**src/rtl/nibble_add_exerciser.sv**
```systemverilog
// Self-test initiator for the registered nibble adder: sweeps all 256 {A,B} operand bytes and checks each registered result.
// Optional macro NIBBLE_EXERCISER_STOP_ON_FAIL_EN ends the sweep at the first mismatch.
module nibble_add_exerciser #(
  parameter int unsigned LATENCY   = 1,
  parameter int unsigned SUM_WIDTH = 4
) (
  input  logic       clk,
  input  logic       rst_n,
  input  logic       start,
  output logic [7:0] op_out,
  input  logic [7:0] res_in,
  output logic       busy,
  output logic       done,
  output logic       pass,
  output logic [7:0] err_cnt,
  output logic [7:0] fail_op,
  output logic [7:0] fail_res
);

  localparam int unsigned HOLD_W = 3;
  localparam int unsigned BYTE_W = 8;

  typedef enum logic [1:0] {
    IDLE = 2'd0,
    RUN  = 2'd1,
    DONE = 2'd2
  } state_t;

  state_t              state_q, state_d;
  logic [HOLD_W-1:0]   hold_q, hold_d;
  logic [BYTE_W-1:0]   op_q, op_d;
  logic                busy_q, busy_d;
  logic                done_q, done_d;
  logic                pass_q, pass_d;
  logic [BYTE_W-1:0]   err_q, err_d;
  logic [BYTE_W-1:0]   fop_q, fop_d;
  logic [BYTE_W-1:0]   fres_q, fres_d;

  logic [4:0]          sum_c;
  logic [BYTE_W-1:0]   exp_c;
  logic                mismatch_c;
  logic                stop_c;

  // Golden sum of the vector currently on op_out, truncated to SUM_WIDTH bits
  assign sum_c = {1'b0, op_q[7:4]} + {1'b0, op_q[3:0]};

  generate
    if (SUM_WIDTH >= 5) begin : g_carry
      assign exp_c = {3'b000, sum_c};
    end else begin : g_trunc
      assign exp_c = {4'b0000, sum_c[3:0]};
    end
  endgenerate

  assign mismatch_c = (res_in != exp_c);

  always_comb begin
    state_d = state_q;
    hold_d  = hold_q;
    op_d    = op_q;
    busy_d  = busy_q;
    done_d  = done_q;
    pass_d  = pass_q;
    err_d   = err_q;
    fop_d   = fop_q;
    fres_d  = fres_q;
    stop_c  = 1'b0;

    case (state_q)
      IDLE, DONE: begin
        op_d = '0;
        if (start) begin
          state_d = RUN;
          busy_d  = 1'b1;
          done_d  = 1'b0;
          pass_d  = 1'b0;
          err_d   = '0;
          fop_d   = '0;
          fres_d  = '0;
          hold_d  = '0;
        end
      end
      RUN: begin
        if (hold_q != HOLD_W'(LATENCY)) begin
          hold_d = hold_q + HOLD_W'(1);
        end else begin
          hold_d = '0;
          if (mismatch_c) begin
            if (err_q != 8'hFF) err_d = err_q + 8'd1;
            if (err_q == 8'h00) begin
              fop_d  = op_q;
              fres_d = res_in;
            end
`ifdef NIBBLE_EXERCISER_STOP_ON_FAIL_EN
            stop_c = 1'b1;
`endif
          end
          // pass is taken from err_d so a failure on the final vector counts
          if ((op_q == 8'hFF) || stop_c) begin
            state_d = DONE;
            busy_d  = 1'b0;
            done_d  = 1'b1;
            pass_d  = (err_d == 8'h00);
            op_d    = '0;
          end else begin
            op_d = op_q + 8'd1;
          end
        end
      end
      default: begin
        state_d = IDLE;
        op_d    = '0;
        busy_d  = 1'b0;
        done_d  = 1'b0;
      end
    endcase
  end

  always_ff @(posedge clk or negedge rst_n) begin
    if (!rst_n) begin
      state_q <= IDLE;
      hold_q  <= '0;
      op_q    <= '0;
      busy_q  <= 1'b0;
      done_q  <= 1'b0;
      pass_q  <= 1'b0;
      err_q   <= '0;
      fop_q   <= '0;
      fres_q  <= '0;
    end else begin
      state_q <= state_d;
      hold_q  <= hold_d;
      op_q    <= op_d;
      busy_q  <= busy_d;
      done_q  <= done_d;
      pass_q  <= pass_d;
      err_q   <= err_d;
      fop_q   <= fop_d;
      fres_q  <= fres_d;
    end
  end

  assign op_out   = op_q;
  assign busy     = busy_q;
  assign done     = done_q;
  assign pass     = pass_q;
  assign err_cnt  = err_q;
  assign fail_op  = fop_q;
  assign fail_res = fres_q;

endmodule

```
**config.mk**
```make
export PLATFORM = sky130hd
export DESIGN_NAME = nibble_add_exerciser
export DESIGN_NICKNAME = d
export VERILOG_FILES = /design/src/rtl/nibble_add_exerciser.sv
export SDC_FILE = /design/constraint.sdc
export NUM_CORES = 1
export LEC_CHECK = 0
export CORE_ASPECT_RATIO = 1.4
export CORE_MARGIN = 4
export CORE_UTILIZATION = 25
export DETAILED_ROUTE_END_ITERATION = 10
export GPL_TIMING_DRIVEN = 0
export PLACE_DENSITY_LB_ADDON = 0.3
export SLEW_MARGIN = 30
export SYNTH_ARGS = -nofsm -noshare
export SYNTH_HDL_FRONTEND = slang
export SYNTH_SLANG_ARGS = --single-unit
```
**constraint.sdc**
```tcl
create_clock -name clk -period 4 [get_ports clk]
set_clock_uncertainty 0.15 [all_clocks]
set_input_delay 1.2 -clock clk [delete_from_list [all_inputs] [get_ports clk]]
set_output_delay 1.2 -clock clk [all_outputs]
set_load 0.02 [all_outputs]
```
==> flow_metrics.env <==
export IMPL_max_slew_margin_rel_pct=66.0
export IMPL_path_buf_inv=3
export IMPL_place_congestion=0.812
export IMPL_grt_pass1_vias=2009
export IMPL_synth_edff_count=0
export IMPL_insertion_delay_ns=0.28
export IMPL_tightest_slew_ns=0.510
export IMPL_synthArstFlopShare_pct=100
export IMPL_hold_path_class="reg2reg"
export IMPL_synth_top_area_share_pct=42.7
export IMPL_syn_num_nets=259
export IMPL_nets=312
export IMPL_cts_buffers=5
export IMPL_yosys_warnings=0
export IMPL_critPathKind="in2reg"
export IMPL_cts_hold_buffers=0
export IMPL_pin_count=46
export IMPL_antenna_found_initial=0
export IMPL_synth_cells=241
export IMPL_remaining_drc_errors=0
export IMPL_htreeDepth=2
export IMPL_diodes=0
export IMPL_yosysTopAreaCell="dfrtp_1"
export IMPL_cp_slowest_cell="or4_4"
export IMPL_grt_max_degree=22
export IMPL_ys_ff_latch=39
export IMPL_cts_clk_slew_worst_paths_ns=0.06
export IMPL_hpwl_um=4580
export IMPL_cp_arrival_ns=3.43
export IMPL_cts_buffer_depth=2
export IMPL_synthXorXnorAreaFrac_pct=3.67
export IMPL_maxSlewViolCount=0
export IMPL_stdcell_count=402
export IMPL_fillerInstances=927
export IMPL_grt_pass1_wl_um=9830
export IMPL_overflow=0
export IMPL_die_w_um=88.8
export IMPL_die_area_um2=10800
export IMPL_ant_nets=0
export IMPL_syn_area_per_cell_um2=9.48
export IMPL_post_cts_buffers=0
export IMPL_drive_gt1_share_pct=10.2
export IMPL_syn_area_um2=2280
export IMPL_num_rows=41
export IMPL_synthMostInstantiatedCell="dfrtp_1"
export IMPL_ir_worst_vdd_mv=0.225
export IMPL_max_stage_delay_ns=0.56
export IMPL_track_usage_pct=11.6
export IMPL_ys_seq_area_share_pct=42.7
export IMPL_status="complete, no violations"
export IMPL_required_ns=4.02
export IMPL_finalSetupViolations=0
export IMPL_start_util_pct=25.4
export IMPL_min_period_over_period_pct=85.2
export IMPL_critical_path_top_delay_family="simple AND/OR/NAND/NOR gates"
export IMPL_tns_ns=0
export IMPL_drt_iter0_markers=107
export IMPL_cp_cell_sequence="clkdlybuf4s50_1, or4_4, nor3_4, o211ai_4, a41o_1, buf_4, buf_4, nand4_1, a21bo_2"
export IMPL_r2r_slack_ns=1.15
export IMPL_synth_top_family_by_area="simple AND/OR/NAND/NOR gates"
export IMPL_dr_total_vias=2024
export IMPL_cts_resized=0
export IMPL_max_freq_mhz=293
export IMPL_synth_ff_type="dfrtp_1"
export IMPL_grt_setup_unrepaired="false"
export IMPL_wl_per_cell_um=14.9
export IMPL_synth_adder_area_share_pct=4.16
export IMPL_yosys_mux_area_fraction_pct=0.876
export IMPL_cts_tree="yes"
export IMPL_crit_path_end_kind="flop"
export IMPL_drt_total_wl_um=6000
export IMPL_crit_fanout=10
export IMPL_dr_pass1_iters=4
export IMPL_fin_util_pct=33.8
export IMPL_synthTopCellsByArea="dfrtp_1 (43%), nand4_1 (5.2%), nand3_1 (3.7%), a21bo_1 (3.5%), a21bo_2 (3.5%)"
export IMPL_p_per_area_nw_per_um2=476
export IMPL_numPortBuffers=45
export IMPL_synth_compound_area_share_pct=20.4
export IMPL_synthTopCellsByCount="dfrtp_1 (39), nand2_1 (21), nand4_1 (19), nand3_1 (17), o21ai_0 (16)"
export IMPL_power_leakage_nw=1.35
export IMPL_fin_crit_ns=3.41
export IMPL_dp_cells=394
export IMPL_synth_distinct_cells=43
export IMPL_cap_violations=0
export IMPL_crit_path_frequent_cell="buf_4"
export IMPL_syn_to_final_growth_pct=32.9
export IMPL_synth_simple_gate_area_share_pct=23.9
export IMPL_core_area_um2=8980
export IMPL_start_kind="input pin"
export IMPL_hold_violations=0
export IMPL_vias_per_cell=5.03
export IMPL_numClockSinks=39
export IMPL_fp_dieH_um=121
export IMPL_cts_root_buf="clkbuf_16"
-- path summary, 6_finish.rpt --
path                       depth (start not counted)        from     endpoint
setup / recovery                                   9   res_in[4]  fail_res[6]
hold / removal                                     1  fail_op[6]   fail_op[6]
setup reg to reg                                  11   op_out[0]  fail_res[6]
hold reg to reg                                    1  fail_op[6]   fail_op[6]
max in group asynchronous                          2       rst_n  fail_res[3]
min in group asynchronous                          1       rst_n   fail_op[2]
-- stage by stage --
step,power (W),cell area [µm²],setup slack [ns],hold slack [ns]
2_1_floorplan,0.000820,2280,0.866,0.323
6_report,0.00144,3040,0.592,0.324
3_5_place_dp,0.00107,2890,0.304,0.317
3_3_place_gp,0.00106,2870,0.294,0.311
4_1_cts,0.00147,3040,0.581,0.331
5_1_grt,0.00153,3040,0.483,0.337
-- worst reg2reg max path: stages, from the launching register on --
cell and delay [ns]:
dfrtp_1 0.50, ha_1 0.22, inv_1 0.05, fa_1 0.37
xnor2_1 0.20, xnor2_1 0.19, o211ai_4 0.16, a41o_1 0.24
buf_4 0.16, buf_4 0.17, nand4_1 0.09, a21bo_2 0.22
-- cell families after synthesis --
group                      Yosys count
buffers and inverters               22
xor gates and xnor gates             8
and+or+nand+nor                    101
DFF                                 39
muxes                                2
AOI/OAI and AO/OA                   62
adders and majority gates            7
-- power breakdown --
part / switching [W] / leakage [nW] / internal [W] / total [W]
logic: 0.000235 / 0.786 / 0.000252 / 0.000487
registers: 0.0000847 / 0.502 / 0.000481 / 0.000565
clock network: 0.000162 / 0.0658 / 0.000230 / 0.000392
total: 0.000482 / 1.35 / 0.000962 / 0.00144
-- sequential cells by signal, summed over array words and instances (netlist names) --
| name | cells |
|---|---|
| busy | 1 |
| pass | 1 |
| op_out | 8 |
| fail_res | 8 |
| err_cnt | 8 |
| state_q | 2 |
| fail_op | 8 |
| hold_q | 3 |
-- layout make-up --
cell class / count / area [µm²] / area share [%]
Multi-Input combinational cell: 180 / 1210 / 39.9
Sequential cell: 39 / 976 / 32.1
Timing Repair Buffer: 46 / 473 / 15.6
Tap cell: 107 / 134 / 4.41
Clock buffer: 5 / 125 / 4.12
Buffer: 13 / 62.6 / 2.06
Inverter: 9 / 33.8 / 1.11
Clock inverter: 3 / 20.0 / 0.659
-- layout by cell type (no fill, tap or decap), drive strengths merged, types with 3 or more instances in the layout --
cell type and count:
ha 6, clkdlybuf4s50 44, nand2b 4, dfrtp 39, buf 8, nor2b 4
a21o 3, o31ai 4, nand4 19, a31oi 4, o21ai 16, a21oi 10
xor2 3, nor3 3, inv 9, a21bo 16, or3 4, xnor2 4
clkbuf 12, nand3 17, nor2 15, nand2 22, and3 7
-- routing by layer --
layer / track usage [%] / wire, µm / vias up
met3: 2.45 / 282 / 6
met5: 0 / 0 / -
met2: 20.6 / 3200 / 44
met1: 14.0 / 2460 / 994
met4: 2.84 / 64 / 0
li1: - / - / 980
(Power assumes the default switching activity.)
